File: src/rtl/rr_grant_encoder.sv
// Round-robin (or fixed-priority) request arbiter with a registered grant
// offered on a valid/ready handshake, as both a binary index and a one-hot vector.
module rr_grant_encoder #(
  parameter int N  = 16,
  parameter int RR = 1,
  parameter int W  = $clog2(N)
) (
  input  logic         clk,
  input  logic         reset,
  input  logic [N-1:0] req,
  input  logic         flush,
  input  logic         out_ready,
  output logic         out_valid,
  output logic [W-1:0] out_idx,
  output logic [N-1:0] out_onehot
);

  // Handshake: a grant transfers on any rising edge where out_valid && out_ready.
  // While out_valid is high and out_ready is low, out_idx/out_onehot hold steady.
  typedef enum logic {EMPTY = 1'b0, HOLD = 1'b1} state_t;

  localparam logic [W:0] N_W = (W + 1)'(N);

  logic         valid_q, valid_d;
  logic [W-1:0] idx_q, idx_d;
  logic [N-1:0] onehot_q, onehot_d;
  logic [W-1:0] ptr_q, ptr_d;

  state_t       state;
  logic         accept;
  logic         slot_free;
  logic [W:0]   inc;
  logic [W-1:0] next_base;
  logic [W-1:0] base;
  logic [W:0]   cand;
  logic         found;
  logic [W-1:0] win;

  assign state = valid_q ? HOLD : EMPTY;

  always_comb begin
    accept    = (state == HOLD) && out_ready;
    slot_free = (state == EMPTY) || out_ready;
    // Wide add so N-1 wraps to 0 cleanly for non-power-of-2 N.
    inc       = {1'b0, idx_q} + (W + 1)'(1);
    next_base = (inc == N_W) ? '0 : inc[W-1:0];
    base      = '0;
    if (RR != 0) begin
      base = accept ? next_base : ptr_q;
    end
  end

  always_comb begin
    found = 1'b0;
    win   = '0;
    cand  = '0;
    for (int off = 0; off < N; off++) begin
      cand = {1'b0, base} + (W + 1)'(off);
      if (cand >= N_W) begin
        cand = cand - N_W;
      end
      if (!found && req[cand[W-1:0]]) begin
        found = 1'b1;
        win   = cand[W-1:0];
      end
    end
  end

  always_comb begin
    valid_d  = valid_q;
    idx_d    = idx_q;
    onehot_d = onehot_q;
    ptr_d    = ptr_q;
    if (flush) begin
      valid_d  = 1'b0;
      onehot_d = '0;
    end else if (slot_free) begin
      if (found) begin
        valid_d  = 1'b1;
        idx_d    = win;
        onehot_d = {{(N-1){1'b0}}, 1'b1} << win;
      end else begin
        valid_d  = 1'b0;
        onehot_d = '0;
      end
      if (accept && (RR != 0)) begin
        ptr_d = next_base;
      end
    end
  end

  always_ff @(posedge clk) begin
    if (reset) begin
      valid_q  <= 1'b0;
      idx_q    <= '0;
      onehot_q <= '0;
      ptr_q    <= '0;
    end else begin
      valid_q  <= valid_d;
      idx_q    <= idx_d;
      onehot_q <= onehot_d;
      ptr_q    <= ptr_d;
    end
  end

  assign out_valid  = valid_q;
  assign out_idx    = idx_q;
  assign out_onehot = onehot_q;

endmodule

File: config.mk
export PLATFORM = sky130hd
export DESIGN_NAME = rr_grant_encoder
export DESIGN_NICKNAME = d
export VERILOG_FILES = /design/src/rtl/rr_grant_encoder.sv
export SDC_FILE = /design/constraint.sdc
export NUM_CORES = 1
export LEC_CHECK = 0
export BUFFER_PORTS_ARGS = -buffer_cell sky130_fd_sc_hd__buf_2
export CORE_MARGIN = 5
export CORE_UTILIZATION = 50
export CTS_BUF_LIST = sky130_fd_sc_hd__clkbuf_16
export CTS_CLUSTER_SIZE = 16
export DETAILED_ROUTE_END_ITERATION = 16
export PLACE_DENSITY = 0.7
export SLEW_MARGIN = 5
export SYNTH_ARGS = -nofsm -noshare
export SYNTH_HDL_FRONTEND = slang
export SYNTH_SLANG_ARGS = --single-unit
File: constraint.sdc
create_clock -name clk -period 11.6 [get_ports clk]
set_input_delay 3.48 -clock clk [delete_from_list [all_inputs] [get_ports clk]]
set_output_delay 3.48 -clock clk [all_outputs]
set_load 0.01 [all_outputs]
-- Yosys cells after proc, flatten, opt, wreduce, memory -nomap -nowiden
Cells that the tools add are included.
- register bits: 25
- logic and storage cells: 192
- multiplexer cells: 85
- add/sub/neg operators: 32
- equality and inequality tests: 1
- bitwise operators: 2
- reductions and logical operators: 35
- magnitude comparators: 32
- shifts and indexed selects: 1
- operators by type and width (operator ; number):
    4-bit 2-to-1 mux ; 34
    4-bit by 5-bit < comparator with 1-bit output, second input constant ; 16
    5-bit >= comparator, second input constant ; 15
    1-bit binary-select mux with 4-bit select ; 16
    4-bit by 1-bit subtractor with 4-bit output, second input constant ; 16
    4-bit by 4-bit adder with 5-bit output, second input constant ; 8
    1-bit 2-to-1 mux ; 34
    4-bit by 3-bit adder with 5-bit output, second input constant ; 4
    1-bit logical AND ; 16
    16-bit 2-to-1 mux ; 1
    1-bit by 4-bit << shifter with 16-bit output, first input constant ; 1
    1-bit zero test ; 15
    4-bit by 1-bit adder with 5-bit output, second input constant ; 2
    4-bit by 2-bit adder with 5-bit output, second input constant ; 2
    5-bit == test, second input constant ; 1
    4-bit by 5-bit >= comparator with 1-bit output, second input constant ; 1
    3-bit AND reduction ; 1
    1-bit inverter ; 2
    2-bit AND reduction ; 1
    2-bit OR reduction ; 1
    1-bit logical OR ; 1

-- Depth between registers and ports, before layout
Gate-level depths: netlist of the first run.
- word-level depth: 56
- mapped depth: 18

-- Least setup slack after synthesis of the first run
OpenSTA, ideal clock, no wires.
- path kind: input port to flip-flop
- start: input out_ready
- end: register onehot_q[2], in the netlist out_onehot[2]
- stages on the path: 15
- path slack: 4.333 ns
- setup time: 0.117 ns
- arrival time: 7.150 ns
- cell sequence: buf_6 nand2_1 a21oi_1 inv_1 clkbuf_1 ha_1 xnor2_1 mux4_2 mux2i_1 nor2_1 a221o_1 a31o_1 a21oi_2 nor2_1 a32o_1
- longest elaborated chain between the ends: 54
- ends and longest elaborated chain (item ; line ; text):
    from (decl) ; 12 ; input logic out_ready,
    1-bit logical AND (*) ; 42 ; accept = (state == HOLD) && out_ready;
    4-bit 2-to-1 mux (*) ; -- ;
    named net base[1] ; 34 ; logic [W-1:0] base;
    parallel branches: the longest is 51 deep, another holds 4-bit by 1-bit adder with 5-bit output ; -- ;
    16-bit 2-to-1 mux (*) ; 78 ; if (found) begin
    to (signal assigned) ; 101 ; onehot_q <= onehot_d;
    to (decl) ; 26 ; logic [N-1:0] onehot_q, onehot_d;
Mark *: on every way through the listed nets, which the timed path passes. The select of a mux whose other input is x is not followed.
A chain may end at the register's enable or synchronous reset.

-- Worst setup path after layout of the first run
- start: input out_ready
- end: register onehot_q[3], in the netlist out_onehot[3]
- longest elaborated chain between the ends: 54
- ends and longest elaborated chain (item):
    parallel branches: the longest is 54 deep, another holds 4-bit by 1-bit adder with 5-bit output
Parallel ways; which one is timed is not known. The select of a mux whose other input is x is not followed.

==> results of run 1 <==
==> state kept, by name (all words and copies together) (netlist names) <==
| name | count |
|---|---|
| out_onehot | 16 |
| out_valid | 1 |
| ptr_q | 4 |
| out_idx | 4 |
==> worst max-delay path, cell delays in order <==
cell and delay [ns]:
buf_2 0.19, nand2_1 0.19, a21oi_2 0.19, buf_4 0.31, inv_1 0.30, ha_1 0.38
xnor2_1 0.38, mux4_2 0.61, mux2i_1 0.73, nor2_1 0.26, a221o_1 0.39, a31o_1 0.19
a21oi_2 0.42, nor2_1 0.11, a32o_1 0.28
==> path summary, 6_finish.rpt <==
kind	end	depth (start not counted)
max reg2reg	out_onehot[3]	15
min	out_onehot[0]	2
min reg2reg	out_onehot[0]	2
max	out_onehot[3]	15
==> metal layers <==
layer	vias up	GRT usage, %
li1	1647	-
met4	0	7.18
met5	-	0
met1	1694	33.3
met2	186	40.5
met3	24	4.06
==> power by group <==
| group | switching (mW) | internal (mW) |
|---|---|---|
| sequential | 0.00414 | 0.0904 |
| clock | 0.0309 | 0.0468 |
| combinational | 0.177 | 0.104 |
==> layout make-up <==
type	instances	area, µm²	share of cell area [%]
multi-input cells	358	2760	75.1
clock buffers	3	75.1	2.04
clock inverters	1	7.51	0.204
inverters	5	23.8	0.647
repair buffers	41	208	5.65
flip-flops and latches	25	500	13.6
well taps	80	100	2.72
==> kinds of logic after synthesis <==
| family | count (synthesis) | synth area share [%] |
|---|---|---|
| AND/OR/NAND/NOR | 161 | 26.4 |
| AO/OA/AOI/OAI | 128 | 28.2 |
| multiplexers | 47 | 18.9 |
| buffers and inverters | 26 | 4.02 |
| flip-flops | 25 | 14.7 |
| XOR/XNOR | 14 | 4.83 |
| adder cells (fa/ha/maj) | 8 | 2.95 |
==> cell usage in the layout, fill, tap and decap left out, types with 3 or more instances in the layout <==
cell type	Yosys	routed
a211oi_1	7	7
a21boi_0	3	3
a21oi_1	27	26
a21oi_2	2	3
a22o_1	11	11
a31oi_1	5	5
a32o_1	4	4
and2_1	14	14
buf_2	6	40
clkbuf_16	0	3
dfxtp_1	25	25
ha_1	8	8
inv_1	3	3
mux2_2	9	9
mux2i_1	23	23
mux4_2	10	10
nand2_1	22	22
nand2b_1	8	8
nand3_1	32	32
nand3b_1	4	4
nand4_1	15	15
nor2_1	34	34
nor2b_1	7	7
nor3_1	5	5
o211ai_1	6	6
o21a_1	4	4
o21ai_0	18	18
o21ai_1	8	8
o22ai_1	3	3
or3_1	4	4
xnor2_1	9	9
xnor2_2	3	3
==> through the flow <==
step / util, % / hold slack [ns] / total power [mW] / cell area [µm²]
after floorplan: - / 0.454 / 0.306 / 3390
after global placement: 53.8 / 0.436 / 0.365 / 3590
after detailed placement: 53.8 / 0.440 / 0.368 / 3590
after CTS: 55.0 / 0.449 / 0.446 / 3680
after global routing: 55.0 / 0.474 / 0.480 / 3680
final: 55.0 / 0.444 / 0.454 / 3680
==> reports/summary.txt, run 1 <==
Setup TNS Final = 0 ns
Peak VDD IR = 0.0988 mV
Worst Hold Class = reg2reg
clock-pin slew on the worst setup and hold paths = 0.07 ns
initial antenna violation count = 0
synth warn = 0
pin count of the biggest net entering global routing = 24
Die Wd = 92.4 µm
Critical Path Fanout Max = 23
Cell Rows = 30
number of DRC markers in iteration 0 = 382
Least-Margin Pin Slew = 1.00 ns
final WL = 10600 µm
Synth area leader = dfxtp_1
GR Util All Layers = 24.7%
Final Worst Setup Slack = 3.32 ns
# DRC = 0
hold path start = out_onehot[0]
DRT antenna net count = 0
post-CTS sizing = 0
Fmax = 121 MHz
setup violators final = 0
largest cells by area after synthesis = dfxtp_1, mux2i_1, mux4_2
routability cong. = 0.953
routed wire length on met2 = 5030 µm
max-cap viol count = 0
startpoint types = input pin
most instantiated cells after synthesis = nor2_1, nand3_1, a21oi_1
Die H = 92.4 µm
Finished Layout Cells = 513
syn_area_per_cell = 8.30 µm²
Synth top area share = 14.7%
first-pass GRT wire length = 17400 µm
Mapped Cells = 409
period utilization = 71.4%
met3 wire len = 906 µm
R2R Path Start = out_idx[0]
cts hold-fix bufs = 0
area delta synth->final = 8.29%
FF+latch count, synth = 25
Synth Cell Area = 3390 µm²
IO Count = 41
status = finished, final reports clean
vias in the first global route = 3407
Synth cell types = 78
Core Area = 6680 µm²
ANT cells = 0
pre-CTS WS = 3.14 ns
total nets after synthesis = 437
EDFF count, synth = 0
fin crit period = 8.28 ns
Max Slew Vio Count = 0
clock buffer depth = 2
total grt overflow = 0
clock root buffer = clkbuf_16
Die ar. = 8540 µm²
Worst Path Required = 11.75 ns
leakage = 1.39 nW
nets = 462
# fillers = 623
effective utilization at floorplan = 50.8%
Worst Setup End Kind = flop
worst setup path startpoint = out_ready
Most used DFF post-synth = dfxtp_1
CTS tree = yes
clock sinks = 25
CTS Buf Count = 3
worst reg2reg setup slack = 6.08 ns
Fin. Hold Viols = 0
fraction of layout cells with a size suffix above 1 = 21.2%
RSZ-0062 raised after global routing = no
Via density = 6.92
cell total after placement = 509
critical path class = in2reg
Setup Fix Bufs, Post-CTS = 0
ys async rst share = 0%
most frequent cell after synthesis = nor2_1
clock skew = 0.00567 ns
Detail Placement HPWL = 8110 µm
DRT met1 WL = 4470 µm
routed len/inst = 20.6 µm
register area share after synthesis = 14.7%
H-tree depth = 1
Slew headroom = 32.8%
top sig layer = met4
Port Buf Inserts = 40
PwrDens = 123 nW/µm²
worst-skew pair later-pin latency = 0.26 ns
Vias = 3551
DRT Pass-1 Iters = 5
Worst Path Arrival = 8.44 ns
Power figures use the tool's default switching activity.
==> inputs of run 2 (changes only) <==
PLACE_DENSITY = 0.73   (was 0.7)
clock period = 6.9 ns   (was 11.6 ns; I/O delays follow)
==> run 2 against run 1 <==
Net effect:
- design area up 1.4%
- sequential share of layout area down 0.19 points
- sequential power up 68%
- global-route usage about the same
- core utilization up 0.79 points
- register-to-register slack worse by 4.1 ns
- cell count up 1.4%
- count of clock-buffer cells in the layout unchanged
- critical path type unchanged
- largest cell class unchanged
==> reports/summary.txt, run 2 (synthesized netlist as in run 1, its figures left out) <==
Core Area = 6680 µm² (unchanged)
leakage = 1.43 nW (+2.4%)
Fin. Hold Viols = 0 (unchanged)
fraction of layout cells with a size suffix above 1 = 22.5% (+1.3 points)
Critical-path top delay cell = ha_1
hold path start = out_onehot[0]
hold path depth = 2 (unchanged)
Die H = 92.4 µm (unchanged)
worst-skew pair later-pin latency = 0.26 ns (about the same)
effective utilization at floorplan = 50.8% (unchanged)
clock sinks = 25 (unchanged)
Worst Hold Class = reg2reg
cts hold-fix bufs = 0 (unchanged)
most common cell after layout, fill and taps aside = buf_2
Setup TNS Final = 0 ns (unchanged)
fin crit period = 6.31 ns
RSZ-0062 raised after global routing = no
critical path class = in2reg
clock skew = 0.00475 ns (-0.000920 ns)
H-tree depth = 1 (unchanged)
# fillers = 624 (+0.16%)
Port Buf Inserts = 40 (unchanged)
clock buffer depth = 2 (unchanged)
R2R Path Start = out_valid
total grt overflow = 0 (unchanged)
Die ar. = 8540 µm² (unchanged)
routed len/inst = 20.6 µm (-0.12%)
DRT Pass-1 Iters = 6 (+1)
Worst Path Required = 7.11 ns (-4.64 ns)
Peak VDD IR = 0.186 mV (+88%)
Slew headroom = 33.3% (+0.52 points)
DRT antenna net count = 0 (unchanged)
max-cap viol count = 0 (unchanged)
Worst R2R End = out_onehot[10]
status = finished, final reports clean
WHS Endpoint = out_onehot[0]
GR Util All Layers = 24.7% (about the same)
Worst Path Arrival = 6.52 ns (-1.92 ns)
period utilization = 91.5%
# DRC = 0 (unchanged)
Worst Setup End Kind = flop
Fmax = 158 MHz
Vias = 3611 (+1.7%)
Setup Fix Bufs, Post-CTS = 0 (unchanged)
critical-path cell list = buf_2 -> and3b_1 -> nor2_8 -> ha_1 -> mux4_2 -> mux2i_4 -> a2111oi_4 -> nand4_1 -> or3_1 -> a31oi_2 -> a31oi_4 -> nor4_4 -> a22o_1
Cell Rows = 30 (unchanged)
area delta synth->final = 9.84%
max FFs per register = 16 (unchanged)
ANT cells = 0 (unchanged)
Least-Margin Pin Slew = 0.997 ns (-0.00775 ns)
routability cong. = 1.06 (+11%)
Detail Placement HPWL = 8260 µm (+1.9%)
multi-input logic area = 2760 µm² (unchanged)
number of DRC markers in iteration 0 = 425 (+11%)
cells on worst reg2reg path = 12 (-3)
CTS tree = yes
Total Power = 771 µW (+70%)
cell total after placement = 516 (+1.4%)
final WL = 10700 µm (+1.2%)
PwrDens = 207 nW/µm² (+68%)
initial antenna violation count = 0 (unchanged)
post-CTS sizing = 0 (unchanged)
Die Wd = 92.4 µm (unchanged)
Via density = 6.94 (+0.32%)
vias in the first global route = 3299 (-3.2%)
setup violators final = 0 (unchanged)
CTS Buf Count = 3 (unchanged)
CP max stage delay = 0.81 ns (+0.08 ns)
Reg area = 500 µm² (unchanged)
IO Count = 41 (unchanged)
pin count of the biggest net entering global routing = 22 (-8.3%)
Max Slew Vio Count = 0 (unchanged)
Finished Layout Cells = 520 (+1.4%)
nets = 469 (+1.5%)
first-pass GRT wire length = 17000 µm (-2.2%)
startpoint types = input pin
clock-pin slew on the worst setup and hold paths = 0.06 ns (about the same)
clock root buffer = clkbuf_16
most frequent cells in the layout = buf_2, nor2_1, nand3_1, a21oi_1, dfxtp_1
worst reg2reg setup slack = 1.95 ns (-4.13 ns)
Critical Path Fanout Max = 20 (-13%)
## run 2: cell count changes in the layout (fill, tap and decap cells not counted)
cell | previous run | this run
buf_4 | 1 | 8
## run 2: layer usage
metal	routed length, µm	part of all wire (%)	GRT usage, %
met5	0	0	0
met4	376	3.5	10.1
met3	862	8.0	3.17
met2	4920	46	39.5
met1	4550	42	33.4
## run 2: per-stage QoR
step | hold WS, ns | util (%) | instance area (µm²) | setup WS (ns)
2_1_floorplan | 0.454 | - | 3390 | 1.04
3_3_place_gp | 0.440 | 54.6 | 3650 | 0.460
3_5_place_dp | 0.436 | 54.6 | 3650 | 0.391
4_1_cts | 0.446 | 55.8 | 3730 | 0.667
5_1_grt | 0.471 | 55.8 | 3730 | 0.383
6_report | 0.441 | 55.8 | 3730 | 0.587
## run 2: critical path, delay by kind of cell
kind	cells	cell delay [ns]
AO/OA/AOI/OAI	4	1.00
AND/OR/NAND/NOR	5	1.83
buffers and inverters	1	0.19
adder cells (fa/ha/maj)	1	0.81
multiplexers	2	0.59
## run 2: report_power, final
part           total [mW]  internal, mW  switching, mW
registers           0.159         0.152        0.00687
logic               0.483         0.182          0.301
clock network       0.129        0.0787         0.0508
total               0.771         0.413          0.358
## run 2: area by class of cell
class	count	area share [%]
flip-flops and latches	25	13.4
well taps	80	2.68
multi-input cells	358	74.1
repair buffers	48	6.98
clock buffers	3	2.01
inverters	5	0.638
clock inverters	1	0.201
## run 2: worst max-delay path by stage
stage	to	depth (start not counted)	slack [ns]	start
final	out_onehot[10]	13	0.59	out_ready
after global routing	out_onehot[11]	13	0.38	out_ready
after CTS	out_onehot[9]	13	0.67	out_ready
after detailed placement	out_onehot[9]	13	0.39	out_ready
after global placement	out_onehot[15]	13	0.46	out_ready
after floorplan	out_onehot[2]	15	1.04	out_ready
==> inputs of run 3 (changes only) <==
ABC_AREA = 1   (was not set)
==> run 3 against run 2 <==
Net effect:
- die area increased by 6.8%
- core utilization is 0.097 points higher
- via count rose by 29%
- global-route usage grew 3.0 points
- sequential cell count unchanged
- non-clock buffer count is the same
- wire length grew 12%
- area after synthesis up 7.6%
- critical path type unchanged
- hold slack better by 0.028 ns
- fmax is 0.80% higher
- synthesized cell count is 73% higher
- clock skew increased by 0.0036 ns
==> reports/summary.txt, run 3 <==
status = finished, final reports clean
max-cap viol count = 0 (unchanged)
final WL = 12000 µm (+12%)
CP delay by family, top = simple AND/OR/NAND/NOR gates
cts hold-fix bufs = 0 (unchanged)
CTS Buf Count = 3 (unchanged)
Peak VDD IR = 0.181 mV (-2.6%)
DRT antenna net count = 0 (unchanged)
mux contribution to synthesized area = 0% (-19 points)
syn_area_per_cell = 5.17 µm² (-38%)
Synth area leader = nand2_1
Mapped Cells = 706 (+73%)
CTS tree = yes
Worst Path Required = 7.09 ns (-0.02 ns)
Setup TNS Final = 0 ns (unchanged)
Total Power = 890 µW (+15%)
Max Slew Vio Count = 0 (unchanged)
pin count of the biggest net entering global routing = 38 (+73%)
# fillers = 763 (+22%)
Die Wd = 95.5 µm (+3.3%)
Crit path buffers/inverters = 4 (+3)
routed len/inst = 14.4 µm (-30%)
worst setup path startpoint = out_ready
setup violators final = 0 (unchanged)
period utilization = 90.8% (-0.72 points)
startpoint types = input pin
clock-pin slew on the worst setup and hold paths = 0.07 ns (about the same)
FF+latch count, synth = 25 (unchanged)
synth warn = 0 (unchanged)
area delta synth->final = 9.83% (about the same)
most instantiated cells after synthesis = nand2_1, nand3_1, inv_1
Most used DFF post-synth = dfxtp_1
H-tree depth = 1 (unchanged)
total grt overflow = 0 (unchanged)
worst-skew pair later-pin latency = 0.27 ns (about the same)
fraction of layout cells with a size suffix above 1 = 11.9% (-11 points)
cells on worst reg2reg path = 25 (+13)
Core Area = 7180 µm² (+7.4%)
Die H = 95.5 µm (+3.3%)
Via density = 5.57 (-20%)
vias in the first global route = 4307 (+31%)
GR Util All Layers = 27.7% (+3.0 points)
Synth Cell Area = 3650 µm² (+7.6%)
Synth top area share = 22.8% (+8.1 points)
Port Buf Inserts = 40 (unchanged)
most frequent cells in the layout = nand2_1, nand3_1, inv_1, nor2_1, buf_2
Synth Area in XOR/XNOR = 0.685% (-4.1 points)
IO Count = 41 (unchanged)
ys async rst share = 0% (unchanged)
clock buffer depth = 2 (unchanged)
ANT cells = 0 (unchanged)
Slew headroom = 34.7% (+1.4 points)
most common cell after layout, fill and taps aside = nand2_1
EDFF count, synth = 0 (unchanged)
Post-Synth Adder-Cell Area = 2.74% (-0.21 points)
RSZ-0062 raised after global routing = no
post-synthesis simple-gate area fraction = 63.6% (+37 points)
Die ar. = 9110 µm² (+6.8%)
worst reg2reg setup slack = 2.03 ns (+0.08 ns)
Synth Area in Compound Gates = 6.99% (-21 points)
Critical Path Fanout Max = 13 (-35%)
Least-Margin Pin Slew = 0.969 ns (-0.0277 ns)
clock root buffer = clkbuf_16
Synth cell types = 32 (-59%)
Cell Rows = 31 (+3.3%)
Worst Setup End Kind = flop
clock skew = 0.00833 ns (+0.00358 ns)
number of DRC markers in iteration 0 = 402 (-5.4%)
post-CTS sizing = 0 (unchanged)
Detail Placement HPWL = 9490 µm (+15%)
Critical-path top delay cell = ha_1
Fin. Hold Viols = 0 (unchanged)
most used cell, CP = nand2_1
routability cong. = 1.06 (-0.36%)
nets = 767 (+64%)
crit path capture = out_onehot[3]
register area share after synthesis = 13.7% (-1.0 points)
critical path class = in2reg
Setup Fix Bufs, Post-CTS = 0 (unchanged)
initial antenna violation count = 0 (unchanged)
max FFs per register = 16 (unchanged)
largest family of logic cells by synthesized area = simple AND/OR/NAND/NOR gates
Worst R2R End = out_onehot[3]
leakage = 2.24 nW (+57%)
R2R Path Start = out_idx[0]
Fmax = 160 MHz (+0.80%)
first-pass GRT wire length = 20200 µm (+19%)
Final Worst Setup Slack = 0.637 ns (+0.0499 ns)
effective utilization at floorplan = 50.9% (+0.093 points)
CP max stage delay = 0.62 ns (-0.19 ns)
# DRC = 0 (unchanged)
pre-CTS WS = 0.477 ns (+0.0857 ns)
total nets after synthesis = 734 (+68%)
Critical Path Stages = 25 (+12)
DRT Pass-1 Iters = 5 (-1)
fin crit period = 6.26 ns (-0.0499 ns)
PwrDens = 222 nW/µm² (+7.3%)
Vias = 4659 (+29%)
largest cells by area after synthesis = nand2_1, nand3_1, dfxtp_1
Worst Path Arrival = 6.46 ns (-0.06 ns)
Worst Hold Class = reg2reg
clock sinks = 25 (unchanged)
most frequent cell after synthesis = nand2_1
## run 3: worst min path at each step
stage / startpoint / endpoint / slack (ns) / cells past startpoint
floorplan: ptr_q[2] / ptr_q[2] / 0.47 / 2
finish: out_onehot[6] / out_onehot[6] / 0.47 / 2
detailed placement: out_onehot[15] / out_onehot[15] / 0.46 / 2
global route: out_onehot[15] / out_onehot[15] / 0.49 / 2
global placement: out_onehot[13] / out_onehot[13] / 0.45 / 2
CTS: out_onehot[15] / out_onehot[15] / 0.47 / 2
## run 3: final cells by class
cell class                 count  area, µm²  area share, %
multi-input combinational    570       2700           67.4
sequential                    25        500           12.5
inverter                      91        342           8.52
timing repair buffer          48        260           6.49
tap                           99        124           3.09
clock buffer                   3       75.1           1.87
clock inverter                 1       7.51          0.187
## run 3: logic make-up (layout without fill, tap and decap cells)
group | Yosys count | after routing
buffers and inverters | 111 | 143
and+or+nand+nor | 515 | 515
adders and majority gates | 8 | 8
AOI/OAI and AO/OA | 45 | 45
DFF | 25 | 25
xor gates and xnor gates | 2 | 2
## run 3: metal layers
metal	vias up	GRT usage, %	part of all wire (%)
met3	29	1.97	5.3
li1	2351	-	-
met1	2120	36.6	45
met2	159	47.3	47
met4	0	9.60	3.2
met5	-	0	0
## run 3: worst reg2reg max path, stage by stage (launching register included)
cell and delay (ns):
dfxtp_1 0.45, ha_1 0.21, inv_1 0.04, nand2_1 0.07
nand3_2 0.14, nand2_2 0.09, inv_1 0.25, ha_1 0.62
inv_1 0.28, nand3_1 0.17, nand3_1 0.11, nand2_2 0.14
nand3_2 0.10, nor2_2 0.36, nand4_2 0.20, nor2_1 0.39
nand2_1 0.09, nand2_1 0.08, nand2_1 0.04, nand2_1 0.06
nand2_1 0.06, a21oi_1 0.13, nand4_1 0.22, nor2_2 0.29
nand2_1 0.10, a21oi_1 0.13
## run 3: through the flow
stage               area (µm²)  hold WS (ns)  instances  utilization (%)
finish                    4010         0.469        837             55.9
global route              4010         0.495        837             55.9
CTS                       4010         0.468        837             55.9
detailed placement        3930         0.458        833             54.8
global placement          3930         0.450        833             54.8
floorplan                 3650         0.468        706                -
## run 3: power breakdown
group | leakage [nW] | internal (mW) | switching [mW]
Combinational | 1.99 | 0.168 | 0.426
Clock | 0.0371 | 0.0788 | 0.0531
Sequential | 0.204 | 0.155 | 0.00940
